==> src/rtl/timer_cnt_unit.sv <==
// Counting stage of the 8-bit timer: prescaler, tick selection, and TCNT load/up/down.
// count_enable marks the cycle in which TCNT first shows a counted (not loaded) value.
module timer_cnt_unit #(
  parameter int DW = 8,
  parameter int PW = 4
) (
  input  logic          pclk,
  input  logic          preset_n,
  input  logic [DW-1:0] TDR,
  input  logic          load,
  input  logic          timer_en,
  input  logic          count_up_down,
  input  logic [1:0]    cks,
  output logic [DW-1:0] TCNT,
  output logic          count_enable
);

  logic [PW-1:0] div_cnt;
  logic          sel, sel_d, tick;
  logic [1:0]    cks_d;

  // Rising edge of the selected divider bit; masked for the cycle in which cks changes
  assign sel  = div_cnt[cks];
  assign tick = timer_en & ~load & sel & ~sel_d & (cks == cks_d);

  always_ff @(posedge pclk or negedge preset_n) begin
    if (!preset_n) begin
      div_cnt      <= '0;
      sel_d        <= 1'b0;
      cks_d        <= 2'd0;
      TCNT         <= '0;
      count_enable <= 1'b0;
    end else begin
      div_cnt      <= timer_en ? div_cnt + 1'b1 : '0;
      sel_d        <= sel;
      cks_d        <= cks;
      count_enable <= tick & ~load;
      if (load)
        TCNT <= TDR;
      else if (tick)
        TCNT <= count_up_down ? TCNT - 1'b1 : TCNT + 1'b1;
    end
  end

endmodule

==> config.mk <==
export PLATFORM = sky130hd
export DESIGN_NAME = timer_cnt_unit
export DESIGN_NICKNAME = d
export VERILOG_FILES = /design/src/rtl/timer_cnt_unit.sv
export SDC_FILE = /design/constraint.sdc
export NUM_CORES = 1
export LEC_CHECK = 0
export CORE_MARGIN = 8
export CORE_UTILIZATION = 35
export DETAILED_ROUTE_END_ITERATION = 10
export PLACE_DENSITY = 0.68
export SETUP_SLACK_MARGIN = 0.15
export SLEW_MARGIN = 20
export SYNTH_ARGS = -nofsm -noshare
export SYNTH_HDL_FRONTEND = slang
export SYNTH_SLANG_ARGS = --single-unit
==> constraint.sdc <==
create_clock -name pclk -period 1.95 [get_ports pclk]
set_input_delay 0.39 -clock pclk [delete_from_list [all_inputs] [get_ports pclk]]
set_output_delay 0.39 -clock pclk [all_outputs]
set_load 0.03 [all_outputs]
==> impl_summary.md <==
Logic synthesis
The prevailing post-synth register cell is sky130_fd_sc_hd__dfrtp_1. The count of mapped cells out of synthesis is 97. Yosys attributes the largest share of cell area to sky130_fd_sc_hd__dfrtp_1, sky130_fd_sc_hd__ha_1, sky130_fd_sc_hd__xnor2_1, sky130_fd_sc_hd__a221o_1, sky130_fd_sc_hd__xor2_1. The mapped netlist covers 1000 sq um.

After synthesis, flip-flops and latches occupy between 30 and 40% of the total area. The number of nets in the synthesized netlist is 120. The flip-flop and latch count after synthesis is 16. The number of unique standard cell types used by synthesis is 36. Yosys printed 0 warnings. For this run, asynchronously set or reset flops after synthesis account for 100%. The cell taking the most area after synthesis is sky130_fd_sc_hd__dfrtp_1. The fraction of synthesized cell area taken by the top area cell type is 39.9%.

The average instance in the mapped netlist occupies about 10 sq um. The number of flops mapped to enable cells by yosys is 0.

Clock network
The CTS tree is yes. TritonCTS created 3 clock buffers. For the worst-skew pair, the clock arrives at the later sink with an insertion delay of between 0.2 and 0.3 ns. The clock sink count is 16. The CTS clock-pin slew for the worst setup and hold paths is roughly 0.090 ns. The largest buffer count on any clock path is 2. The number of hold buffers added after CTS was 0.

The cell chosen for the clock root is sky130_fd_sc_hd__clkbuf_4. CTS built an H-tree with a depth of 1.

Global route
The pin count of the biggest net entering global routing is 17. The via count of the first global-routing pass is around 1000. The number of antenna violations at the first check in global routing came to 0. For this run the aggregate overflow at the end of global routing stands at 0.

The first global-routing pass estimated between 4000 and 5000 microns of wire. For this run, the total global-route usage over all layers was measured as 10.3%.

Worst setup path
The kind of critical path is reg2reg. In this design, the stage delay of the slowest critical-path cell is 0.45 ns. The slowest stage cell on the critical path is sky130_fd_sc_hd__dfrtp_2.

The reg2reg setup slack is 0.17 ns. The startpoint of the lowest-slack register-to-register path is TCNT[4]$_DFFE_PN0P_. At the worst endpoint, the required time is about 2.2 ns. The sort of element at the start of the critical path is a flop.

The capturing point of the worst reg2reg path is TCNT[7]$_DFFE_PN0P_. Along the worst path, the maximum fanout reaches 3. Counting cells, the worst reg-to-reg path comes to 7. Walking the worst path, the cells encountered are ha_4, a21o_1, buf_4, a211oi_2, mux2i_1, a211oi_1, nand3b_1. The data arrival time of the worst path is 2.00 ns. STA classifies the critical path endpoint as a flop.

Hold path
The worst hold path begins at cks[1]. The end point of the worst hold path is cks_d[1]$_DFF_PN0_. The min-delay analysis places its worst path in the category in2reg. Counting instances, the worst hold path has a depth of 1.

STA
The transition time of the tightest slew-check pin is around 0.32 ns. In this run the tightest slew margin relative to its limit is around 78%. Setup violations remaining at the end of the flow were counted as 0.

Setup total negative slack on the finished layout was measured at 0 ns. Setup repair after global routing could not meet its margin everywhere. Hold is met by between 0.3 and 0.4 ns. The total count of hold-check failures in the final report is 0.

The final critical path time including I/O delays and setup is 1.78 ns. The clock skew is ~0.0053 ns. The final-report max-slew violation count was 0. The final cycle utilization of the critical path is around nine tenths. Based on the critical path, the design can be clocked at up to 562 MHz.

Power and ir drop
Power spread over the standard cell area amounts to 600 nW/um^2. The total power is 0.000976 W. VDD sags by at most roughly 0.44 mV.

The analysis attributes to cell leakage a power of around 0.8 nW.

Route
In this run the remaining antenna-violating nets after routing total 0. In this run, the number of DRC markers left after iteration 0 of detailed routing was 50. The routed design has around 2700 microns of wire.

In the final routed layout, each cell accounts on average for between 10 and 15 microns. The number of vias per cell after detailed routing is 5.22. Summing over every cut layer, the via total after detailed routing is about 940.

The post-detailed-route DRC marker count is 0. The first TritonRoute pass finished after 4 iterations.

Floorplanning
The core box area is between 2000 and 3000 sq um. The effective utilization at floorplan is 36.7%. Measured along the x axis, the die boundary spans 69.5 microns. The count of pins on the block boundary is 24.

Measured along the y axis, the die boundary spans just under 70 microns. In this run the core area contains 19 standard-cell rows. The floorplan die area is 4840 sq um.

Cells and area
In the layout the commonest cells are sky130_fd_sc_hd__buf_4, sky130_fd_sc_hd__clkdlybuf4s50_1, sky130_fd_sc_hd__dfrtp_1. The share of post-route cells with drive strength above 1 is roughly 38%. The final-layout fill cell count is approximately 230.

After the last flow step, the layout net total stands at roughly 170. At the end of the flow the core is filled with cells to about three fifths. The number of antenna diodes in the final layout is 0.

From synthesis to final layout, the design area changed by 62.2%. Once layout is done, the placed cells without fillers occupy 1630 sq um. The most common cell after layout, fill and taps aside is sky130_fd_sc_hd__buf_4.

Run status
The flow ran to the end, and the final reports show no timing, DRC or antenna violations.

Place
The placed instance area is between 1000 and 1500 sq um. The final weighted congestion of routability-driven global placement is ~0.8. The wire-length estimate of the detail-placed layout is ~2000 microns. Input and output buffers added on the ports amount to 23.

Flow run
The tool flagged a number of max-cap violations equal to 0.
-- flip-flops by register name (all words and copies together), names as in the netlist --
| signal | cells |
|---|---|
| cks_d | 2 |
| sel_d | 1 |
| div_cnt | 4 |
| TCNT | 8 |
| count_enable | 1 |
-- through the flow --
step,setup slack [ns],std cells
after global placement,-0.495,170
after detailed placement,-0.502,170
after floorplan,0.166,97
after CTS,0.118,176
final,0.170,179
after global routing,0.0869,179
-- logic make-up after synthesis --
group	Yosys count	synth area share, %
compound gates	26	19.5
xor+xnor	7	6.11
fa+ha+maj	8	10.7
buf+inv	8	3.74
flops	16	39.9
mux	2	3.24
simple gates	30	16.8
-- critical path: cells and delay by family (launching register included) --
kind,cells,cell delay [ns]
buffers and inverters,1,0.13
flip-flops,1,0.45
multiplexers,1,0.14
AO/OA/AOI/OAI,3,0.64
adder cells (fa/ha/maj),1,0.23
AND/OR/NAND/NOR,1,0.13
-- cell type report --
cell class,instances,area (sq um),share of cell area (%)
tap,31,38.8,2.38
timing repair buffer,50,452,27.7
multi-input combinational,73,686,42.1
clock buffer,4,26.3,1.61
inverter,5,18.8,1.15
sequential,16,407,25.0
-- synth_stat cells (4+ instances only) --
cell and instances:
sky130_fd_sc_hd__and2_1 4, sky130_fd_sc_hd__ha_1 7, sky130_fd_sc_hd__xnor2_1 4, sky130_fd_sc_hd__o21ai_0 4, sky130_fd_sc_hd__nor2_1 6, sky130_fd_sc_hd__inv_1 5, sky130_fd_sc_hd__dfrtp_1 16, sky130_fd_sc_hd__nand2_1 6
-- power by group --
part / switching (W) / leakage (nW) / internal (W)
Combinational: 0.000189 / 0.578 / 0.000222
Sequential: 0.0000280 / 0.196 / 0.000359
Clock: 0.000100 / 0.0150 / 0.0000794
-- metal layers --
layer	wire length, microns	part of all wire, %	vias up	global-route usage, %
li1	-	-	460	-
met1	1180	44	457	11.4
met2	1320	50	16	17.9
met3	134	5.0	2	3.00
met4	19	0.72	0	3.87
met5	0	0	-	0
-- worst max-delay path by stage --
stage	startpoint	end	slack, ns	cells after the start
floorplan	TCNT[5]$_DFFE_PN0P_	TCNT[6]$_DFFE_PN0P_	0.17	6
global placement	count_up_down	TCNT[6]$_DFFE_PN0P_	-0.49	8
detailed placement	count_up_down	TCNT[6]$_DFFE_PN0P_	-0.50	8
CTS	TCNT[2]$_DFFE_PN0P_	TCNT[6]$_DFFE_PN0P_	0.12	6
global route	TCNT[4]$_DFFE_PN0P_	TCNT[7]$_DFFE_PN0P_	0.09	7
finish	TCNT[4]$_DFFE_PN0P_	TCNT[7]$_DFFE_PN0P_	0.17	7
-- repair_timing --
action                                  in CTS  in global routing
gates resized for setup                     12                 17
pin swaps                                    6                  9
setup buffers                                2                  3
endpoints found under the setup margin       6                  7
cloned                                       0                  0
hold endpoints to repair                     0                  0
(Power assumes the default switching activity.)
